**src/rtl/t05_sd_spi_engine.sv**
```systemverilog
// SPI-mode SD card command/response engine.
//   Generates SCK (mode 0) from clk, frames CMDn with a hardware CRC7,
//   collects 1..5 byte responses with an Ncr poll timeout, and offers a
//   single-byte full-duplex transfer port for data blocks.
// Ports:
//   clk, nrst                     clock, asynchronous active-low reset
//   sck, cs_n, mosi, miso         SD card SPI pins
//   init_req, release_req         warmup clocks / close session (pulses)
//   cmd_valid/ready, cmd_*        command request (index, argument, resp length)
//   resp_valid/data/timeout       response result (pulse, right-justified data)
//   xfer_valid/ready, xfer_tx     byte transfer request
//   rx_valid, rx_data             received byte of a transfer
//   busy                          engine not idle
`timescale 1ns/1ps
module t05_sd_spi_engine #(
  parameter int unsigned CLK_DIV    = 4,
  parameter int unsigned WARMUP_SCK = 80,
  parameter int unsigned NCR_MAX    = 8
) (
  input  logic        clk,
  input  logic        nrst,
  output logic        sck,
  output logic        cs_n,
  output logic        mosi,
  input  logic        miso,
  input  logic        init_req,
  input  logic        release_req,
  input  logic        cmd_valid,
  output logic        cmd_ready,
  input  logic [5:0]  cmd_index,
  input  logic [31:0] cmd_arg,
  input  logic [2:0]  cmd_resp_len,
  output logic        resp_valid,
  output logic [39:0] resp_data,
  output logic        resp_timeout,
  input  logic        xfer_valid,
  input  logic [7:0]  xfer_tx,
  output logic        xfer_ready,
  output logic        rx_valid,
  output logic [7:0]  rx_data,
  output logic        busy
);

  localparam int unsigned   DW        = (CLK_DIV > 1) ? $clog2(CLK_DIV) : 1;
  localparam logic [DW-1:0] DIV_LAST  = DW'(CLK_DIV - 1);
  localparam logic [15:0]   WARM_BITS = 16'(WARMUP_SCK);
  localparam logic [15:0]   POLL_BITS = 16'(NCR_MAX * 8);

  typedef enum logic [2:0] {
    S_IDLE,
    S_WARMUP,
    S_CMD_TX,
    S_RESP_WAIT,
    S_RESP_RX,
    S_XFER,
    S_TRAILER
  } state_t;

  state_t        state_q, state_d;
  logic [DW-1:0] div_q, div_d;
  logic          sck_q, sck_d;
  logic [15:0]   cnt_q, cnt_d;
  logic [47:0]   tx_q, tx_d;
  logic [39:0]   rx_q, rx_d;
  logic [2:0]    len_q, len_d;
  logic          session_q, session_d;
  logic          resp_valid_q, resp_valid_d;
  logic          resp_timeout_q, resp_timeout_d;
  logic [39:0]   resp_data_q, resp_data_d;
  logic          rx_valid_q, rx_valid_d;
  logic [7:0]    rx_data_q, rx_data_d;

  logic          active, tick, rise, fall;
  logic [2:0]    len_clamped;
  logic [39:0]   cmd_head;

  // CRC7, polynomial x^7 + x^3 + 1, initial value 0, MSB first.
  function automatic logic [6:0] crc7(input logic [39:0] data);
    logic [6:0]  c;
    logic [39:0] s;
    logic        fb;
    c = '0;
    s = data;
    for (int unsigned i = 0; i < 40; i++) begin
      fb = s[39] ^ c[6];
      c  = {c[5:0], 1'b0};
      if (fb) c = c ^ 7'h09;
      s  = {s[38:0], 1'b0};
    end
    return c;
  endfunction

  assign cmd_head = {2'b01, cmd_index, cmd_arg};

  always_comb begin
    len_clamped = cmd_resp_len;
    if (cmd_resp_len == 3'd0)      len_clamped = 3'd1;
    else if (cmd_resp_len > 3'd5)  len_clamped = 3'd5;
  end

  assign active = (state_q != S_IDLE);
  assign tick   = (div_q == DIV_LAST);
  assign rise   = active && tick && !sck_q;   // MISO sampling edge
  assign fall   = active && tick &&  sck_q;   // bit boundary, MOSI advances

  always_comb begin
    state_d        = state_q;
    div_d          = '0;
    sck_d          = sck_q;
    cnt_d          = cnt_q;
    tx_d           = tx_q;
    rx_d           = rx_q;
    len_d          = len_q;
    session_d      = session_q;
    resp_valid_d   = 1'b0;
    resp_timeout_d = 1'b0;
    resp_data_d    = resp_data_q;
    rx_valid_d     = 1'b0;
    rx_data_d      = rx_data_q;

    if (active) begin
      div_d = tick ? '0 : div_q + 1'b1;
      if (tick) sck_d = ~sck_q;
    end

    unique case (state_q)
      S_IDLE: begin
        sck_d = 1'b0;
        if (init_req) begin
          state_d   = S_WARMUP;
          session_d = 1'b0;
          cnt_d     = WARM_BITS;
        end else if (release_req && session_q) begin
          state_d = S_TRAILER;
          cnt_d   = 16'd8;
        end else if (cmd_valid) begin
          state_d   = S_CMD_TX;
          session_d = 1'b1;
          tx_d      = {cmd_head, crc7(cmd_head), 1'b1};
          len_d     = len_clamped;
          cnt_d     = 16'd48;
        end else if (xfer_valid && session_q) begin
          state_d = S_XFER;
          tx_d    = {xfer_tx, 40'hFF_FFFF_FFFF};
          rx_d    = '0;
          cnt_d   = 16'd8;
        end
      end

      S_WARMUP, S_TRAILER: begin
        if (fall) begin
          cnt_d = cnt_q - 16'd1;
          if (cnt_q <= 16'd1) begin
            state_d = S_IDLE;
            if (state_q == S_TRAILER) session_d = 1'b0;
          end
        end
      end

      S_CMD_TX: begin
        if (fall) begin
          tx_d  = {tx_q[46:0], 1'b1};
          cnt_d = cnt_q - 16'd1;
          if (cnt_q == 16'd1) begin
            state_d = S_RESP_WAIT;
            cnt_d   = POLL_BITS;
          end
        end
      end

      S_RESP_WAIT: begin
        // A zero bit is the response MSB, so it counts as the first
        // received bit and the remaining count excludes it.
        if (rise && !miso) begin
          state_d = S_RESP_RX;
          rx_d    = '0;
          cnt_d   = {10'd0, len_q, 3'b000} - 16'd1;
        end else if (fall) begin
          cnt_d = cnt_q - 16'd1;
          if (cnt_q <= 16'd1) begin
            state_d        = S_IDLE;
            resp_data_d    = '1;
            resp_valid_d   = 1'b1;
            resp_timeout_d = 1'b1;
          end
        end
      end

      S_RESP_RX: begin
        if (rise) begin
          rx_d  = {rx_q[38:0], miso};
          cnt_d = cnt_q - 16'd1;
        end else if (fall && (cnt_q == 16'd0)) begin
          state_d      = S_IDLE;
          resp_data_d  = rx_q;
          resp_valid_d = 1'b1;
        end
      end

      S_XFER: begin
        if (rise) begin
          rx_d = {rx_q[38:0], miso};
        end else if (fall) begin
          tx_d  = {tx_q[46:0], 1'b1};
          cnt_d = cnt_q - 16'd1;
          if (cnt_q == 16'd1) begin
            state_d    = S_IDLE;
            rx_data_d  = rx_q[7:0];
            rx_valid_d = 1'b1;
          end
        end
      end

      default: state_d = S_IDLE;
    endcase
  end

  always_ff @(posedge clk or negedge nrst) begin
    if (!nrst) begin
      state_q        <= S_IDLE;
      div_q          <= '0;
      sck_q          <= 1'b0;
      cnt_q          <= '0;
      tx_q           <= '1;
      rx_q           <= '0;
      len_q          <= 3'd1;
      session_q      <= 1'b0;
      resp_valid_q   <= 1'b0;
      resp_timeout_q <= 1'b0;
      resp_data_q    <= '0;
      rx_valid_q     <= 1'b0;
      rx_data_q      <= '0;
    end else begin
      state_q        <= state_d;
      div_q          <= div_d;
      sck_q          <= sck_d;
      cnt_q          <= cnt_d;
      tx_q           <= tx_d;
      rx_q           <= rx_d;
      len_q          <= len_d;
      session_q      <= session_d;
      resp_valid_q   <= resp_valid_d;
      resp_timeout_q <= resp_timeout_d;
      resp_data_q    <= resp_data_d;
      rx_valid_q     <= rx_valid_d;
      rx_data_q      <= rx_data_d;
    end
  end

  assign sck          = sck_q;
  // Trailer clocks run with CS already high; the session flag itself only
  // drops once the trailer has finished.
  assign cs_n         = !(session_q && (state_q != S_TRAILER));
  assign mosi         = ((state_q == S_CMD_TX) || (state_q == S_XFER)) ? tx_q[47] : 1'b1;
  assign cmd_ready    = (state_q == S_IDLE);
  assign xfer_ready   = (state_q == S_IDLE) && session_q;
  assign busy         = (state_q != S_IDLE);
  assign resp_valid   = resp_valid_q;
  assign resp_timeout = resp_timeout_q;
  assign resp_data    = resp_data_q;
  assign rx_valid     = rx_valid_q;
  assign rx_data      = rx_data_q;

endmodule
```
**config.mk**
```make
export PLATFORM = sky130hd
export DESIGN_NAME = t05_sd_spi_engine
export DESIGN_NICKNAME = d
export VERILOG_FILES = /design/src/rtl/t05_sd_spi_engine.sv
export SDC_FILE = /design/constraint.sdc
export NUM_CORES = 1
export LEC_CHECK = 0
export CAP_MARGIN = 25
export CORE_MARGIN = 1.5
export CORE_UTILIZATION = 30
export DETAILED_ROUTE_END_ITERATION = 6
export GPL_ROUTABILITY_DRIVEN = 0
export PLACE_DENSITY = 0.54
export REMOVE_ABC_BUFFERS = 1
export SETUP_SLACK_MARGIN = 0.05
export SKIP_CTS_REPAIR_TIMING = 1
export SLEW_MARGIN = 0
export SYNTH_ARGS = -nofsm -noshare
export SYNTH_HDL_FRONTEND = slang
export SYNTH_SLANG_ARGS = --single-unit
```
**constraint.sdc**
```tcl
create_clock -name clk -period 2.47 [get_ports clk]
set_clock_uncertainty 0.05 [all_clocks]
set_input_delay 0.494 -clock clk [delete_from_list [all_inputs] [get_ports clk]]
set_output_delay 0.494 -clock clk [all_outputs]
set_load 0.005 [all_outputs]
```
==> After elaboration in Yosys (flattened, before gate mapping) <==
Index checks and enable logic that the tools add are counted.
{ "totals": {"ff_bits": 165, "input_bits": 56, "output_inout_bits": 57, "wordCells": 434} }
{ "op_classes": {"addsub": 3, "magnitude_cmp": 2, "eq_ne": 33, "mux": 267, "bitwise": 81, "reduce_logical": 35} }
{ "ops": {"columns": ["op", "n"], "rows": [
  ["$mux W7", 156],
  ["$mux W40", 11],
  ["$mux W48", 6],
  ["$mux W16", 10],
  ["$mux W4", 39],
  ["$pmux W48 S3", 1],
  ["$pmux W40 S3", 1],
  ["$pmux W16 S6", 1],
  ["$pmux W40 S2", 1],
  ["$not A2 Y2", 39],
  ["$mux W3", 16],
  ["$xor A1 B1 Y1", 38],
  ["$ne A2 B2 Y1 const B", 18],
  ["$mux W1", 20],
  ["$pmux W3 S6", 1],
  ["$eq A16 B1 Y1 const B", 1],
  ["$le A16 B1 Y1 const B", 1],
  ["$logic_not A16 Y1", 1],
  ["$sub A16 B1 Y16 const B", 1],
  ["$reduce_and A6 Y1", 2],
  ["$reduce_and A5 Y1", 2],
  ["$eq A3 B3 Y1 const B", 3],
  ["$logic_and A1 B1 Y1", 9],
  ["$ne A3 B3 Y1 const B", 3],
  ["23 further kinds", 40]
]} }

==> Longest topological paths before layout <==
Gate-level depths: netlist (run 1).
{ "logic_depth": {"depth_word": 238, "ltp_mapped": 10, "ltp_nobuf": 9} }

==> Worst setup path before layout (run 1) <==
No wires, ideal clock.
{ "synth_path": {"kind": "input-to-reg", "start": "input port cmd_index[2]", "end": "register tx_q[7]", "setup_ns": 0.072, "arrival_ns": 2.455, "required_ns": 2.348, "path_slack_ns": -0.107, "cell_stages": 7, "n_path_buf": 0, "cell_sequence": "xnor3_2 xnor3_2 xnor3_2 xnor3_1 xnor2_1 o22ai_1 o21ai_1"} }
{ "synth_between": {"elab_chain_len": 170, "elab_cells_between_ends": 200, "classes_between": "172 x mux; 28 x bitwise"} }
{ "synth_lines": {"columns": ["element", "line", "rtl"], "rows": [
  ["start, declared", "30", "input logic [5:0] cmd_index,"],
  ["$xor A1 B1 Y1 (*)", "85", "fb = s[39] ^ c[6];"],
  ["$mux W4 (*)", "87", "if (fb) c = c ^ 7'h09;"],
  ["$mux W7 (*)", "136", "end else if (cmd_valid) begin"],
  ["$mux W7 (*)", "133", "end else if (release_req && session_q) begin"],
  ["$mux W7 (*)", "129", "if (init_req) begin"],
  ["$mux W7 (*)", "126", "unique case (state_q)"],
  ["$mux W4", "87", null],
  ["$mux W7 (*)", "136", null],
  ["[... 154 more ...]", null, null],
  ["$mux W7 (*)", "136", null],
  ["$mux W7 (*)", "133", null],
  ["$mux W7 (*)", "129", null],
  ["$mux W7 (*)", "126", null],
  ["$mux W48 (*)", "136", null],
  ["$mux W48 (*)", "133", null],
  ["$mux W48 (*)", "129", null],
  ["$pmux W48 S3 (*)", "126", null],
  ["end signal, assigned", "238", "tx_q <= tx_d;"],
  ["end, declared", "63", "logic [47:0] tx_q, tx_d;"]
]} }
Every way passes the cells marked *; elsewhere a longest branch is shown, timed or not. The select of a mux whose other input is x is not followed.
A chain may end at the register's enable or synchronous reset.

==> Final worst setup path (run 1) <==
{ "layout_path": {"start": "input port cmd_arg[19]", "end": "register tx_q[7]"} }
{ "layout_between": {"elab_chain_len": 90} }
{ "layout_lines": {"columns": ["element", "line", "rtl"], "rows": [
  ["start, declared", "31", "input logic [31:0] cmd_arg,"],
  ["$xor A1 B1 Y1", "85", null],
  ["$mux W4", "87", null],
  ["$mux W7", "136", null],
  ["$mux W7", "133", null],
  ["$mux W7", "129", null],
  ["$mux W7", "126", null],
  ["$mux W7", "136", null],
  ["$mux W7", "133", null],
  ["[... 74 more ...]", null, null],
  ["$mux W7", "136", null],
  ["$mux W7", "133", null],
  ["$mux W7", "129", null],
  ["$mux W7", "126", null],
  ["$mux W48", "136", null],
  ["$mux W48", "133", null],
  ["$mux W48", "129", null],
  ["$pmux W48 S3", "126", null]
]} }
Every way passes these cells. The select of a mux whose other input is x is not followed.

==> flow_summary.yaml, run 1 <==
run_status:
  status: "finished with violations"
  violations: "negative setup slack"
yosys:
  synthFlopType: "dfrtp_1"
  ys_warn_count: 0
  synth_edf_count: 0
  synth_seq_area_share_pct: 49.2
  yosys.cell_types.count: 61
  synth.area.top_cells: "dfrtp_1 (34%), dfstp_2 (15%), nor2_1 (7.8%), a22o_1 (4.7%), nor3_1 (4.4%)"
  synth_top_area_share_pct: 34.3
  synth_common_cells: "nor2_1 (175), dfrtp_1 (116), nor3_1 (75)"
  syn_inst: 883
  yosysMostFrequentCell: "nor2_1"
  syn_area_per_cell_um2: 9.59
  async_reset_ff_share_pct: 100
  post-synth-top-area-cell: "dfrtp_1"
  synth_area_mm2: 0.00847
  synth_seq_cells: 164
grt:
  grt.overflow.total: 0
  grt_pass1_vias: 7070
  antenna_found_initial: 0
  grt_max_degree: 56
  grtUsageTotal_pct: 16.5
  grt_pass1_wl_um: 37900
clocking:
  clockBufferDepth: 2
  cts_tree: "done"
  htreeDepth: 4
  clockRootBuffer: "clkbuf_16"
  cts_sinks: 164
  clock_latency_ps: 430
  cts-buffers-inserted: 17
  path_clk_slew_ps: 80
floorplanning:
  fp.dieW_um: 171
  dieArea_mm2: 0.0292
  ios: 113
  std_cell_rows: 61
  die_h_um: 171
  core_area_mm2: 0.0278
  initial_core_util_pct: 30.5
setup_path:
  cpMaxStageDelayCell: "clkdlybuf4s50_1"
  crit_arrival_ps: 2790
  worstPathCellList: "clkdlybuf4s50_1 > xnor2_1 > buf_4 > xnor3_2 > xnor3_2 > xnor3_1 > xnor2_1 > o22ai_1 > o21ai_1"
  crit_type: "input pin to register"
  r2r_slack_ps: 210
  slowest_delay_ps: 490
  cp_max_fo: 2
  cp-end-kind: "register"
  start_kind: "input pin"
  required_ps: 2790
finish:
  fillers: 2751
  synthToLayoutAreaGrowth_pct: 38.2
  nNetsFinal: 1139
  drive_gt1_share_pct: 22.3
  stdcell_area_mm2: 0.0117
  diodes: 0
timing:
  period_needed_ps: 2480
  finalWorstSetupSlack_ps: -5.07
  period_share_pct: 100
  maxSlewHeadroom_pct: 62.4
  finalSetupViolCount: 1
  tightest_slew_ps: 564
  holdWs_ps: 316
  slew_violations: 0
  finalHoldViolations: 0
  rsz0062_at_grt: "true"
  fmaxAchievable_mhz: 404
routing:
  drt-total-wl_um: 23400
  vias: 7124
  drc: 0
  dr.pass1.iters: 5
  ant_nets: 0
  wl_per_cell_um: 15.9
  drtIter0Drc: 479
  viasPerCell: 4.85
placement:
  post_dp_cell_area_mm2: 0.0108
  dpl.hpwl_um: 16500
  numPortBuffers: 112
  post-place-ws_ps: -728
worst_hold_path:
  min_path_type: "input pin to register"
power:
  p_per_area_mw_per_mm2: 1030
  ir_drop_mv: 0.442
  power_leakage_nw: 5.47
flow_run:
  drv_cap: 0
[metal layers]
metal	up-vias	track usage, %	part of all wire (%)
met2	155	26.7	47
met3	12	2.57	3.4
li1	3491	-	-
met4	0	3.66	0.67
met1	3466	23.2	49
met5	-	0	0
[critical path, delay by kind of cell]
| family | cells | cell delay (ps) |
|---|---|---|
| AOI/OAI and AO/OA | 2 | 250 |
| xor gates and xnor gates | 5 | 1420 |
| buffers and inverters | 2 | 640 |
[flip-flops by register name, indices dropped and copies added (netlist names)]
register	cells
cnt_q	16
div_q	2
len_q	3
resp_data	40
resp_timeout	1
resp_valid	1
rx_data	8
rx_q	40
rx_valid	1
sck	1
session_q	1
state_q	3
tx_q	47
[cells in the final DEF (no fill, tap or decap), drive strengths merged, types with 5 or more instances in the layout]
master / n
clkdlybuf4s50: 88
inv: 18
and2: 10
dfrtp: 116
nor3: 75
mux2: 8
xnor2: 28
buf: 124
dlymetal6s2s: 23
clkbuf: 17
o22ai: 5
nand2: 53
nand3b: 5
nand3: 11
a22o: 45
xor2: 17
nor2: 175
xnor3: 19
nor4: 8
mux2i: 6
or3: 5
a21oi: 64
dfstp: 48
a31oi: 7
o21ai: 54
[power by group]
group          internal (mW)  switching (mW)
clock                   1.44            1.27
sequential              3.60           0.483
combinational           2.63            2.67
[kinds of logic (layout without fill, tap and decap cells)]
family / after synthesis / after routing / share of synthesized area, %
AND/OR/NAND/NOR: 361 / 361 / 19.0
adder cells (fa/ha/maj): 4 / 4 / 0.591
XOR/XNOR: 66 / 66 / 10.5
multiplexers: 14 / 14 / 1.77
AO/OA/AOI/OAI: 207 / 207 / 15.6
buffers and inverters: 67 / 276 / 3.29
flip-flops: 164 / 164 / 49.2
[through the flow]
step                      setup TNS, ps  cells  power [mW]  util (%)
after global routing               -108   1470        13.0      42.1
after detailed placement          -4400   1430        9.24      39.0
after global placement            -4170   1430        9.18      39.0
final                             -5.07   1470        12.1      42.1
after floorplan                 -101500    824        7.13         -
after CTS                         -1940   1462        12.0      41.2
[layout make-up]
cell class                 instances  area [um2]  area share, %
clock inverter                    15         160           1.37
inverter                           8        30.0          0.257
sequential                       164        4170           35.6
multi-input combinational        652        4190           35.8
clock buffer                      17         425           3.64
timing repair buffer             236        2250           19.3
tap                              378         473           4.04
[final timing paths]
path / endpoint / cells after the start / start
worst max register to register: rx_data[1] / 7 / div_q[0]
worst min-delay path: tx_q[35] / 3 / cmd_arg[27]
worst max-delay path: tx_q[7] / 9 / cmd_arg[19]
max in group asynchronous: tx_q[40] / 3 / nrst
min in group asynchronous: state_q[1] / 2 / nrst
worst min register to register: div_q[0] / 1 / div_q[0]
Note: power is estimated with default switching activity, not from simulation.
==> run 2: changes to the inputs <==
--- a/config.mk
+++ b/config.mk
@@ -7,13 +7,14 @@
 export LEC_CHECK = 0
 export CAP_MARGIN = 25
 export CORE_MARGIN = 1.5
-export CORE_UTILIZATION = 30
+export CORE_UTILIZATION = 40
 export DETAILED_ROUTE_END_ITERATION = 6
 export GPL_ROUTABILITY_DRIVEN = 0
-export PLACE_DENSITY = 0.54
+export PLACE_DENSITY = 0.67
 export REMOVE_ABC_BUFFERS = 1
 export SETUP_SLACK_MARGIN = 0.05
 export SKIP_CTS_REPAIR_TIMING = 1
+export SKIP_LAST_GASP = 1
 export SLEW_MARGIN = 0
 export SYNTH_ARGS = -nofsm -noshare
 export SYNTH_HDL_FRONTEND = slang
==> flow_summary.yaml, run 2 (synthesized netlist as in run 1, its figures left out) <==
finish:
  largest_reg_flops: 47
  final_cells: 1349
  nNetsFinal: 1121
  final_common_cell: "nor2_1"
  drive_gt1_share_pct: 21.0
  utilization_pct: 54.8
  synthToLayoutAreaGrowth_pct: 35.2
  diodes: 0
  final_cell_mix: "nor2_1 (173), dfrtp_1 (116), buf_4 (95)"
  fillers: 1859
  stdcell_area_mm2: 0.0114
  top_register: "tx_q"
timing:
  fmaxAchievable_mhz: 424
  tightest_slew_ps: 552
  period_share_pct: 95.6
  finalWorstSetupSlack_ps: 109
  period_needed_ps: 2360
  rsz0062_at_grt: "true"
  maxSlewHeadroom_pct: 63.2
  finalHoldViolations: 46
  finalSetupViolCount: 0
  holdWs_ps: -38.6
  slew_violations: 0
worst_hold_path:
  min_path_type: "input pin to async pin"
setup_path:
  crit_type: "register to output pin"
  crit_arrival_ps: 1820
  cpMaxStageDelayCell: "clkdlybuf4s50_1"
  start_kind: "register"
  cp-end-kind: "output pin"
  required_ps: 1930
  slowest_delay_ps: 500
  worstPathCellList: "buf_6 > nand3b_1 > nand2_1 > clkdlybuf4s50_1"
  cp_max_fo: 16
routing:
  drc: 0
  vias: 7165
  viasPerCell: 5.31
  dr.pass1.iters: 5
  wl_per_cell_um: 16.3
  drt-total-wl_um: 22100
  drtIter0Drc: 429
  ant_nets: 0
floorplanning:
  dieArea_mm2: 0.0221
  std_cell_rows: 53
  initial_core_util_pct: 40.5
  fp.dieW_um: 149
  die_h_um: 149
  core_area_mm2: 0.0209
  ios: 113
placement:
  post-place-ws_ps: -716
  dp_cells: 1305
  dpl.hpwl_um: 15300
  numPortBuffers: 112
  post_dp_cell_area_mm2: 0.0105
grt:
  antenna_found_initial: 0
  grt.overflow.total: 0
  grt_pass1_vias: 6801
  grtUsageTotal_pct: 20.0
  grt_max_degree: 71
  grt_pass1_wl_um: 35200
power:
  ir_drop_mv: 0.572
  fin_total_pwr_mw: 12.1
  power_leakage_nw: 5.39
  p_per_area_mw_per_mm2: 1050
clocking:
  cts-buffers-inserted: 17
  clockBufferDepth: 2
  cts_sinks: 164
  path_clk_slew_ps: 70
  cts_tree: "done"
  clockRootBuffer: "clkbuf_16"
  htreeDepth: 4
  clock_latency_ps: 430
run_status:
  violations: "negative hold slack"
  status: "finished with violations"
flow_run:
  drv_cap: 0
-- run 2: cell count changes in the layout (fill, tap and decap cells not counted), sizes merged --
cell | previous run | this run
clkinvlp | 3 | 2
dlygate4sd3 | 1 | 0
inv | 18 | 16
bufinv | 1 | 3
dlymetal6s2s | 23 | 21
buf | 124 | 106
clkbuf | 17 | 23
clkdlybuf4s50 | 88 | 86
-- run 2: area by class of cell --
type	instances	area, um2	share of cell area (%)
Inverter	8	32.5	0.284
Clock buffer	18	429	3.75
Clock inverter	14	186	1.63
Tap cell	275	344	3.01
Sequential cell	164	4160	36.4
Timing Repair Buffer	218	2080	18.1
Multi-Input combinational cell	652	4220	36.8
-- run 2: path summary, 6_finish.rpt --
path | endpoint | startpoint | cells after the start | slack, ps
min in group clk | tx_q[35] | cmd_arg[27] | 3 | 280
worst min-delay path | rx_data[5] | nrst | 1 | -40
max in group asynchronous | tx_q[6] | nrst | 2 | 1650
worst max register to register | resp_data[2] | cnt_q[0] | 11 | 250
worst max-delay path | cs_n | state_q[0] | 4 | 110
worst min register to register | div_q[0] | div_q[0] | 1 | 400
-- run 2: power by group --
| group | total [mW] | internal, mW | switching [mW] |
|---|---|---|---|
| clock network | 2.81 | 1.63 | 1.18 |
| registers | 4.08 | 3.60 | 0.482 |
| logic | 5.19 | 2.57 | 2.61 |
| total | 12.1 | 7.80 | 4.27 |
-- run 2: critical path: cells and delay by family, from the launching register on --
family	cells	cell delay, ps
buf+inv	2	670
flops	1	420
simple gates	2	300
-- run 2: routing by layer --
metal | share of wire (%) | up-vias | global-route usage (%)
met2 | 48 | 216 | 32.0
met1 | 45 | 3472 | 28.2
met4 | 1.5 | 0 | 5.64
li1 | - | 3450 | -
met3 | 5.4 | 27 | 3.16
met5 | 0 | - | 0
-- run 2: metrics by stage --
step / setup TNS, ps / hold WS [ps]
floorplan: -101500 / 148
global placement: -4100 / 372
detailed placement: -4550 / 382
CTS: -1530 / -13.1
global route: 0 / 4.93
finish: 0 / -38.6
==> run 3: changes to the inputs <==
--- a/config.mk
+++ b/config.mk
@@ -8,6 +8,7 @@
 export CAP_MARGIN = 25
 export CORE_MARGIN = 1.5
 export CORE_UTILIZATION = 40
+export CTS_CLUSTER_DIAMETER = 50
 export DETAILED_ROUTE_END_ITERATION = 6
 export GPL_ROUTABILITY_DRIVEN = 0
 export PLACE_DENSITY = 0.67
==> results of run 3 <==
No change in the layout: final DEF, timing and power equal those of run 2.
